### config.mk
export PLATFORM = sky130hd
export DESIGN_NAME = fv_req_arbiter_flat
export DESIGN_NICKNAME = d
export VERILOG_FILES = /design/src/rtl/fv_req_arbiter_pkg.sv /design/src/rtl/fv_req_arbiter_if.sv /design/src/rtl/fv_req_arbiter_rr.sv /design/src/rtl/fv_req_arbiter.sv /design/src/flat_wrapper.sv
export SDC_FILE = /design/constraint.sdc
export NUM_CORES = 1
export LEC_CHECK = 0
export CORE_MARGIN = 2
export CORE_UTILIZATION = 57
export DETAILED_ROUTE_END_ITERATION = 7
export DONT_BUFFER_PORTS = 1
export PLACE_DENSITY = 0.87
export REMOVE_ABC_BUFFERS = 1
export SKIP_LAST_GASP = 1
export SLEW_MARGIN = 20
export SYNTH_ARGS = -nofsm -noshare
export SYNTH_HDL_FRONTEND = slang
export SYNTH_SLANG_ARGS = --single-unit
### constraint.sdc
create_clock -name clk -period 4.7 [get_ports clk]
set_input_delay 0.94 -clock clk [delete_from_list [all_inputs] [get_ports clk]]
set_output_delay 0.94 -clock clk [all_outputs]
set_load 0.1 [all_outputs]
### src/rtl/fv_req_arbiter_pkg.sv
// rtl/fv_req_arbiter_pkg.sv - shared FV system definitions used by the request arbiter slice
`ifndef Num_Edge_PE
`define Num_Edge_PE 4
`endif
`ifndef Max_FV_num
`define Max_FV_num 64
`endif

package fv_req_arbiter_pkg;

  localparam int NUM_EDGE_PE = `Num_Edge_PE;
  localparam int MAX_FV_NUM  = `Max_FV_num;
  localparam int FV_ADDR_W   = $clog2(MAX_FV_NUM) + 1;
  localparam int PE_TAG_W    = (NUM_EDGE_PE > 1) ? $clog2(NUM_EDGE_PE) : 1;

  // One entry written into the downstream FV FIFO; valid doubles as the write strobe.
  typedef struct packed {
    logic                 valid;
    logic [PE_TAG_W-1:0]  PE_tag;
    logic [FV_ADDR_W-1:0] FV_addr;
  } FV_info2FV_FIFO;

  typedef struct packed {
    logic                 valid;
    logic [FV_ADDR_W-1:0] FV_addr;
  } FV_PE2FV_REQ;

endpackage

### src/rtl/fv_req_arbiter_if.sv
// rtl/fv_req_arbiter_if.sv - per-PE FV fetch request bundle between Edge PEs and the arbiter
interface fv_req_arbiter_if
  import fv_req_arbiter_pkg::*;
#(
  parameter int NUM_PE = NUM_EDGE_PE,
  parameter int ADDR_W = FV_ADDR_W
);

  logic [NUM_PE-1:0]             req_valid;
  logic [NUM_PE-1:0][ADDR_W-1:0] req_addr;
  logic [NUM_PE-1:0]             req_ready;

  modport master (output req_valid, output req_addr, input req_ready);
  modport slave  (input req_valid, input req_addr, output req_ready);

endinterface

### src/rtl/fv_req_arbiter_rr.sv
// rtl/fv_req_arbiter_rr.sv - combinational round-robin pick of one pending PE starting at rr_ptr
module fv_rr_arbiter #(
  parameter int NUM_PE = 4,
  parameter int PTR_W  = 2
) (
  input  logic [NUM_PE-1:0] pend_v,
  input  logic [PTR_W-1:0]  rr_ptr,
  input  logic              enable,
  output logic [NUM_PE-1:0] grant,
  output logic [PTR_W-1:0]  grant_idx
);

  always_comb begin
    int   idx;
    logic found;
    grant     = '0;
    grant_idx = '0;
    found     = 1'b0;
    idx       = 0;
    if (enable) begin
      for (int i = 0; i < NUM_PE; i++) begin
        idx = int'(rr_ptr) + i;
        if (idx >= NUM_PE) idx = idx - NUM_PE;
        if (!found && pend_v[idx]) begin
          found      = 1'b1;
          grant[idx] = 1'b1;
          grant_idx  = PTR_W'(idx);
        end
      end
    end
  end

endmodule

### src/rtl/fv_req_arbiter.sv
// rtl/fv_req_arbiter.sv - merges per-PE FV fetch requests into one FV FIFO write stream
module fv_req_arbiter
  import fv_req_arbiter_pkg::*;
#(
  parameter int NUM_PE = NUM_EDGE_PE,
  parameter int ADDR_W = $clog2(MAX_FV_NUM) + 1
) (
  input  logic                  clk,
  input  logic                  reset,
  fv_req_arbiter_if.slave       req,
  input  logic [ADDR_W-1:0]     Num_FV,
  input  logic                  wfull,
  output FV_info2FV_FIFO        wdata,
  output logic                  err_oor,
  output logic [7:0]            drop_cnt
);

  localparam int PTR_W = (NUM_PE > 1) ? $clog2(NUM_PE) : 1;

  logic [NUM_PE-1:0]             pend_v;
  logic [NUM_PE-1:0][ADDR_W-1:0] pend_addr;
  logic [PTR_W-1:0]              rr_ptr;
  logic [NUM_PE-1:0]             grant;
  logic [PTR_W-1:0]              grant_idx;
  logic [NUM_PE-1:0]             ready;
  logic [NUM_PE-1:0]             accept;
  logic [NUM_PE-1:0]             store;
  logic [NUM_PE-1:0]             drop;
  logic [8:0]                    drop_sum;

  fv_rr_arbiter #(
    .NUM_PE (NUM_PE),
    .PTR_W  (PTR_W)
  ) u_rr (
    .pend_v    (pend_v),
    .rr_ptr    (rr_ptr),
    .enable    (!wfull),
    .grant     (grant),
    .grant_idx (grant_idx)
  );

  // A granted slot frees up this cycle, so the same PE may refill it immediately.
  assign ready         = ~pend_v | grant;
  assign req.req_ready = ready;
  assign accept        = req.req_valid & ready;

  always_comb begin
    store    = '0;
    drop     = '0;
    drop_sum = {1'b0, drop_cnt};
    for (int k = 0; k < NUM_PE; k++) begin
      store[k] = accept[k] && (req.req_addr[k] < Num_FV);
      drop[k]  = accept[k] && !(req.req_addr[k] < Num_FV);
      drop_sum = drop_sum + 9'(drop[k]);
    end
  end

  always_comb begin
    wdata         = '0;
    wdata.valid   = |grant;
    wdata.PE_tag  = PE_TAG_W'(grant_idx);
    wdata.FV_addr = FV_ADDR_W'(pend_addr[grant_idx]);
  end

  always_ff @(posedge clk or posedge reset) begin
    if (reset) begin
      pend_v    <= '0;
      pend_addr <= '0;
      rr_ptr    <= '0;
      err_oor   <= 1'b0;
      drop_cnt  <= '0;
    end else begin
      for (int k = 0; k < NUM_PE; k++) begin
        if (store[k]) begin
          pend_v[k]    <= 1'b1;
          pend_addr[k] <= req.req_addr[k];
        end else if (grant[k]) begin
          pend_v[k]    <= 1'b0;
        end
      end
      if (|grant) rr_ptr <= (grant_idx == PTR_W'(NUM_PE - 1)) ? '0 : grant_idx + 1'b1;
      if (|drop) err_oor <= 1'b1;
      drop_cnt <= (drop_sum > 9'd255) ? 8'hFF : drop_sum[7:0];
    end
  end

endmodule

### src/flat_wrapper.sv
// flat-port wrapper written by rule: the top's interface ports become plain ports
module fv_req_arbiter_flat import fv_req_arbiter_pkg::*;
#(
  parameter int NUM_PE = NUM_EDGE_PE,
  parameter int ADDR_W = $clog2(MAX_FV_NUM) + 1
)
  (clk, reset, Num_FV, wfull, wdata, err_oor, drop_cnt, req_req_valid, req_req_addr, req_req_ready);
  fv_req_arbiter_if #(.NUM_PE(NUM_PE), .ADDR_W(ADDR_W)) req_i ();
  input  logic clk;
  input  logic reset;
  input  logic [ADDR_W-1:0] Num_FV;
  input  logic wfull;
  output FV_info2FV_FIFO wdata;
  output logic err_oor;
  output logic [7:0] drop_cnt;
  input wire logic [$bits(req_i.req_valid)-1:0] req_req_valid;
  input wire logic [$bits(req_i.req_addr)-1:0] req_req_addr;
  output wire logic [$bits(req_i.req_ready)-1:0] req_req_ready;
  assign req_i.req_valid = req_req_valid;
  assign req_i.req_addr = req_req_addr;
  assign req_req_ready = req_i.req_ready;
  fv_req_arbiter #(.NUM_PE(NUM_PE), .ADDR_W(ADDR_W)) u_core (.clk(clk), .reset(reset), .req(req_i), .Num_FV(Num_FV), .wfull(wfull), .wdata(wdata), .err_oor(err_oor), .drop_cnt(drop_cnt));
endmodule
* After elaboration in Yosys (flattened, before gate mapping)
Cells that the tools add are included.
** Word-level totals
- Flip-flop bits (word level) :: 43
- Input port bits :: 42
- Output and inout port bits :: 23
- Word-level logic and storage cells :: 135
** Operators by class
- $add $sub $neg :: 12
- Order comparisons :: 18
- Equal/unequal tests :: 1
- Multiplexer cells :: 59
- Bitwise operators :: 6
- Reductions and logical operators :: 28
** Operator list (count)
- $mux W32 :: 8
- $ge A32 B1 Y1 const B :: 4
- $lt A32 B4 Y1 const B :: 4
- $mux W4 :: 8
- $lt A7 B7 Y1 :: 4
- $add A9 B1 Y9 :: 3
- $mux W1 :: 26
- $or A4 B4 Y4 :: 4
- $logic_and A1 B1 Y1 :: 15
- $bmux W7 S2 :: 1
- $mux W2 :: 6
- $sub A3 B3 Y4 const B :: 3
- $add A8 B1 Y9 :: 1
- $ge A3 B3 Y1 const B :: 3
- $gt A9 B8 Y1 const B :: 1
- $bmux W1 S2 :: 4
- $demux W1 S2 :: 4
- $mux W8 :: 1
- $reduce_bool A2 Y1 :: 4
- $reduce_or A4 Y1 :: 2
- $logic_not A1 Y1 :: 7
- $mux W7 :: 1
- $add A2 B2 Y3 const B :: 2
- $and A4 B4 Y4 :: 1
- other kinds (7) :: 7

* Longest topological paths before layout
Gate-level depths: netlist of the first run.
- Depth in word-level cells :: 29
- Gate-level depth with buffers :: 18
- Depth with buffers taken out :: 14

* Cells and area by module
Synthesis of the first run repeated with hierarchy kept, for this count alone.
** Second synthesis, totals
- Cell total of the unflattened synthesis :: 298
- Area, all modules :: 3143.0 µm²
** Modules (own cells, without submodules)
- fv_req_arbiter :: instances 1, cells each 220, area an instance 2556.2 µm², seq. area each 1076.0 µm²
- fv_rr_arbiter :: instances 1, cells each 78, area an instance 586.8 µm², seq. area each 0.0 µm²

* Worst setup path before layout of the first run
No wires, ideal clock.
- Path kind :: reg-to-output
- From :: register u_core.rr_ptr[0]
- To :: output port wdata[0] in the netlist's numbering
- Arrival :: 4.409 ns
- Data required time :: 3.760 ns
- Slack :: -0.649 ns
- Cell stages (with the launch flop) :: 12
- Buffers on the path :: 4
- Path through :: dfrtp_1 > buf_6 > buf_4 > buf_2 > inv_1 > ha_1 > buf_6 > mux4_2 > a21oi_1 > a21oi_1 > a211oi_4 > mux4_1
** RTL lines
- start, declared :: RTL line fv_req_arbiter.sv:22 : logic [PTR_W-1:0] rr_ptr;
- start signal, assigned :: RTL line fv_req_arbiter.sv:81 : if (|grant) rr_ptr <= (grant_idx == PTR_W'(NUM_PE - 1)) ? '0 : grant_idx + 1'b1;
- end, declared :: RTL line flat_wrapper.sv:13 : output FV_info2FV_FIFO wdata;

==> impl_metrics.py, run 1 <==
metrics = {
    "outcome": {
        "outcome": "finished, final reports clean",
    },
    "synthesis": {
        "ys_top_cells_by_area": "dfrtp_1 (33%), ha_1 (12%), mux2_1 (5.5%)",
        "synth_seq_cells": 43,
        "yosysTopAreaCell": "dfrtp_1",
        "synthXorXnorAreaFrac_pct": 0.799,
        "synthAdderAreaFrac_pct": 13.6,
        "avgSynthCellArea_um2": 11.2,
        "synth-simple-area-share_pct": 10.0,
        "synth_edf_count": 0,
        "yosys.cell_types.count": 53,
        "synth_top_area_share_pct": 32.7,
        "synth_compound_area_share_pct": 16.1,
        "ys.flop_type": "dfrtp_1",
        "post-synth-top-count-cell": "dfrtp_1",
        "yosysSeqAreaShare_pct": 32.7,
        "synthCells": 293,
        "ys_warn_count": 0,
        "async_flop_share_pct": 100,
        "synth_top_family_by_area": "multiplexers",
        "syn_area_um2": 3290,
        "synthMuxAreaShare_pct": 21.2,
        "synthTopCellsByCount": "dfrtp_1 (43), ha_1 (31), inv_1 (21)",
    },
    "critical_path": {
        "crit_path_start_kind": "register",
        "worst_setup_path_end_kind": "output pin",
        "arrival_ps": 3500,
        "crit_fanout": 9,
        "worstSetupPathType": "register to output pin",
        "worst_path_largest_cell_delay_ps": 590,
        "worst_path_max_delay_cell": "a311oi_4",
        "crit_required_ps": 3760,
        "worstPathCellList": "inv_1 > ha_2 > mux4_2 > nor3_4 > a21oi_2 > a311oi_4 > mux4_1 > buf_12",
    },
    "timing": {
        "fin_crit_sh_pct": 94.4,
        "slew_viol_final": 0,
        "worst_pin_slew_ps": 1030,
        "slew_headroom_pct": 31.3,
        "holdWs_ps": 493,
        "setup_viol": 0,
        "skew_ps": 13.3,
        "setup_ws_ps": 261,
        "period_needed_ps": 4440,
        "hold_viol": 0,
        "rsz0062_at_grt": "no",
        "fmax_mhz": 225,
    },
    "route": {
        "drc": 0,
        "route.antenna.remaining_nets": 0,
        "drtIter0Drc": 327,
        "wl_per_cell_um": 22.1,
        "drt_pass1_iterations": 4,
        "vias_per_cell": 6.61,
        "routed_wl_mm": 8.31,
        "vias": 2484,
    },
    "clocking": {
        "root_buffer": "clkbuf_8",
        "cts_made_buffers": 5,
        "cts.sinks": 43,
        "clk_path_buf_depth": 2,
        "clkLatencyLatePin_ps": 310,
        "cts_tree": "built",
        "clk_pin_slew_ps": 100,
        "htree_levels": 2,
        "cts-hold-fix-buffers": 0,
    },
    "global_route": {
        "grt_pass1_wl_mm": 13.6,
        "grt.total_usage_pct": 28.2,
        "grt_pass1_vias": 2645,
        "overflow": 0,
        "antenna_found_initial": 0,
        "grt_max_degree": 44,
    },
    "flow_run": {
        "max-cap-violations": 0,
    },
    "layout": {
        "area_growth_pct": 9.52,
        "seq_area_um2": 1080,
        "diodes": 0,
        "drive_gt1_share_pct": 19.7,
        "multi_input_area_um2": 2030,
        "fill_cells": 434,
        "final_area_um2": 3600,
        "fin_nets": 379,
    },
    "place": {
        "dp_hpwl_mm": 6.41,
        "routabilityCongestion": 0.846,
        "io_buffers": 0,
        "post-place-ws_ps": 304,
        "post_dp_cell_area_um2": 3480,
    },
    "floorplanning": {
        "dieArea_um2": 6390,
        "top_level_ports": 65,
        "fp.dieW_um": 79.9,
        "coreArea_um2": 5540,
        "start_util_pct": 59.3,
        "rows": 27,
        "die_y_um": 79.9,
    },
    "hold_path": {
        "hp-class": "register to register",
    },
}
## final cells by class
class | instances | share of cell area [%]
repair buffers | 17 | 6.33
clock inverters | 3 | 0.660
inverters | 21 | 2.19
well taps | 72 | 2.50
flip-flops and latches | 43 | 29.9
clock buffers | 5 | 1.91
multi-input cells | 215 | 56.5
## path summary, 6_finish.rpt
path | slack (ps) | endpoint | depth (start not counted) | start
worst max-delay path | 260 | wdata[6] | 8 | u_core.rr_ptr[0]
worst min-delay path | 490 | u_core.pend_addr[22] | 1 | u_core.pend_addr[22]
worst max register to register | 390 | u_core.drop_cnt[1] | 14 | u_core.rr_ptr[0]
worst min register to register | 490 | u_core.pend_addr[22] | 1 | u_core.pend_addr[22]
max in group asynchronous | 3700 | u_core.pend_v[1] | 2 | reset
min in group asynchronous | 630 | u_core.pend_addr[15] | 2 | reset
## flip-flops by register name, indices dropped and copies added, names as in the netlist
name              cells
u_core.drop_cnt       8
u_core.pend_addr     28
u_core.rr_ptr         2
u_core.err_oor        1
u_core.pend_v         4
## cell usage in the layout (no fill, tap or decap), types with 2 or more instances in the layout
cell        count
dfrtp_1        43
clkbuf_8        5
mux2_1         16
mux2_2          9
a211oi_1        5
a211o_1         2
mux4_1          4
a21o_1          7
nor2_1          4
nand4_1         4
clkinvlp_4      2
mux2i_1         7
buf_12          8
o22ai_1        11
xor2_1          2
o221ai_2        3
nand2b_1        9
fa_1            3
o21ai_0         8
o211ai_1        6
nor2b_1         3
and2b_1         4
inv_1          20
nand3_1         6
o21a_1          3
a21oi_1        17
mux2_4          7
buf_4           9
nand2_1        17
ha_1           30
mux4_2          6
## cells by family (layout without fill, tap and decap cells)
kind of cell               count (synthesis)  in the layout
and+or+nand+nor                           57             57
AOI/OAI and AO/OA                         72             72
muxes                                     49             49
xor gates and xnor gates                   3              3
adders and majority gates                 34             34
DFF                                       43             43
buffers and inverters                     35             46
## worst max-delay path, delay by kind of cell, from the launching register on
kind	cells	cell delay [ps]
multiplexers	2	1040
AO/OA/AOI/OAI	2	700
adder cells (fa/ha/maj)	1	490
flip-flops	1	360
buffers and inverters	2	300
AND/OR/NAND/NOR	1	300
## layer usage
metal	vias up	track usage [%]	share of wire [%]
li1	1112	-	-
met1	1215	33.8	38
met2	125	48.8	51
met3	32	7.01	7.7
met4	0	10.2	3.1
met5	-	0	0
## timing repair
item                                   4_1_cts  5_1_grt
resized for setup                            0        1
pin swaps                                    1        1
buffers inserted                             0        1
endpoints found under the hold margin        0        0
setup endpoints to repair                    1        9
## metrics by stage
stage / utilization (%) / cells / TNS, ps
finish: 65.0 / 376 / 0
global route: 65.0 / 376 / 0
CTS: 64.6 / 375 / 0
detailed placement: 62.9 / 367 / 0
global placement: 62.9 / 367 / 0
floorplan: - / 279 / -10810
Power of run 1 is left out: the tool's default activity adds up to more than one toggle a clock period on the data nets, which glitch-free logic cannot reach.
==> inputs of run 2 (changes only) <==
CORE_UTILIZATION = 58   (was 57)
HOLD_SLACK_MARGIN = 0.08   (was unset)
PLACE_DENSITY = 0.88   (was 0.87)
==> run 2 against run 1 <==
  * Flip-flop and latch count stayed put
  * Sequential share of layout area is 0.17 points lower
  * First-iteration DRC count decreased by 30%
  * Critical path depth stayed put
  * Hold slack got worse by 3.5 ps
  * Worst setup slack got worse by 69 ps
  * Utilization is 0.76 points higher
  * Clock-buffer cell count unchanged
  * Die area down 1.6%
==> impl_metrics.py, run 2 (synthesized netlist as in run 1, its figures left out) <==
metrics = {
    "layout": {
        "regMostFlops": "u_core.pend_addr",
        "fill_cells": 387,
        "largestRegisters": "u_core.pend_addr: 28 flops, u_core.drop_cnt: 8 flops, u_core.pend_v: 4 flops",
        "layout_common_cells": "dfrtp_1 (43), ha_1 (30), inv_1 (21), nand2_1 (17), a21oi_1 (17)",
        "area_growth_pct": 10.1,
        "drive_gt1_share_pct": 19.7,
        "largest_reg_flops": 28,
        "finalNonFillerCells": 376,
        "final_common_cell": "dfrtp_1",
        "fin_nets": 379,
        "diodes": 0,
    },
    "route": {
        "drt_pass1_iterations": 4,
        "drtIter0Drc": 228,
        "wl_per_cell_um": 21.9,
        "route.antenna.remaining_nets": 0,
        "drc": 0,
        "vias": 2445,
        "routed_wl_mm": 8.22,
        "vias_per_cell": 6.50,
    },
    "floorplanning": {
        "top_level_ports": 65,
        "start_util_pct": 59.7,
        "fp.dieW_um": 79.3,
        "coreArea_um2": 5510,
        "dieArea_um2": 6290,
        "rows": 27,
        "die_y_um": 79.3,
    },
    "place": {
        "io_buffers": 0,
        "dp_hpwl_mm": 6.21,
        "dp_cells": 367,
        "routabilityCongestion": 0.892,
        "post-place-ws_ps": 309,
    },
    "critical_path": {
        "crit_required_ps": 3760,
        "arrival_ps": 3570,
        "worstSetupPathType": "register to output pin",
        "reg2reg_depth": 14,
        "worst_setup_path_end_kind": "output pin",
        "reg2reg_from": "u_core.rr_ptr[0]",
        "timing.rr.end": "u_core.drop_cnt[1]",
        "crit_fanout": 9,
        "reg2reg_slack_ps": 380,
        "crit_path_start_kind": "register",
    },
    "clocking": {
        "clk_pin_slew_ps": 80,
        "root_buffer": "clkbuf_8",
        "clkLatencyLatePin_ps": 300,
        "cts_made_buffers": 5,
        "cts_tree": "built",
        "htree_levels": 2,
        "clk_path_buf_depth": 2,
        "cts.sinks": 43,
    },
    "timing": {
        "fmax_mhz": 222,
        "slew_viol_final": 0,
        "hold_viol": 0,
        "holdWs_ps": 489,
        "period_needed_ps": 4510,
        "setup_viol": 0,
        "fin_crit_sh_pct": 95.9,
        "worst_pin_slew_ps": 1050,
        "rsz0062_at_grt": "no",
        "slew_headroom_pct": 30.2,
        "tns_ps": 0,
        "skew_ps": 3.19,
        "setup_ws_ps": 192,
    },
    "hold_path": {
        "hp-class": "register to register",
        "whs_endpoint": "u_core.pend_addr[4]",
        "hold_depth": 1,
        "hold_start": "u_core.pend_addr[4]",
    },
    "global_route": {
        "grt.total_usage_pct": 27.5,
        "grt_max_degree": 44,
        "grt_pass1_wl_mm": 13.1,
        "grt_pass1_vias": 2583,
        "antenna_found_initial": 0,
        "overflow": 0,
    },
    "flow_run": {
        "max-cap-violations": 0,
    },
    "outcome": {
        "outcome": "finished, final reports clean",
    },
}
-- run 2: cell types whose count changed in the layout (fill, tap and decap cells not counted) --
cell / previous run / this run
inv_1: 20 / 21
bufinv_16: 0 / 1
clkinv_1: 1 / 0
clkinv_2: 0 / 1
clkinvlp_4: 2 / 0
inv_6: 1 / 0
clkinv_4: 0 / 1
-- run 2: repair_timing --
action | 4_1_cts | 5_1_grt
hold buffers | 0 | 0
pin swaps | 1 | 1
endpoints found under the setup margin | 2 | 12
setup buffers | 0 | 1
resized for setup | 0 | 1
-- run 2: layout make-up --
cell class	count	area, um^2	area share (%)
Tap cell	72	90.1	2.49
Sequential cell	43	1080	29.7
Multi-Input combinational cell	215	2030	56.2
Inverter	21	78.8	2.18
Timing Repair Buffer	17	228	6.29
Clock buffer	5	68.8	1.90
Clock inverter	3	43.8	1.21
-- run 2: worst max path at each step --
stage                                 from  cells past startpoint            endpoint
after floorplan           u_core.rr_ptr[0]                      7            wdata[0]
after global placement    u_core.rr_ptr[0]                      8            wdata[6]
after detailed placement  u_core.rr_ptr[0]                      8            wdata[0]
after CTS                 u_core.rr_ptr[0]                      8            wdata[0]
after global routing      u_core.rr_ptr[0]                     14  u_core.drop_cnt[3]
final                     u_core.rr_ptr[0]                      8            wdata[0]
-- run 2: worst max-delay path, cell delays in order (launching register included) --
cell and delay (ps):
dfrtp_1 360, inv_1 110, ha_2 490, mux4_2 590, nor3_4 310, a21oi_2 110
a311oi_4 620, mux4_1 470, buf_12 210
-- run 2: metal layers --
layer	global-route usage (%)	share of wire (%)
met2	48.3	50
met5	0	0
met1	32.5	39
met4	8.10	2.9
met3	8.30	8.4
-- run 2: metrics by stage --
stage	util [%]	instance area (um^2)
final	65.7	3620
after global routing	65.7	3620
after CTS	65.3	3600
after detailed placement	63.3	3480
after global placement	63.3	3480
after floorplan	-	3190
Power of run 2 is left out for the same reason.
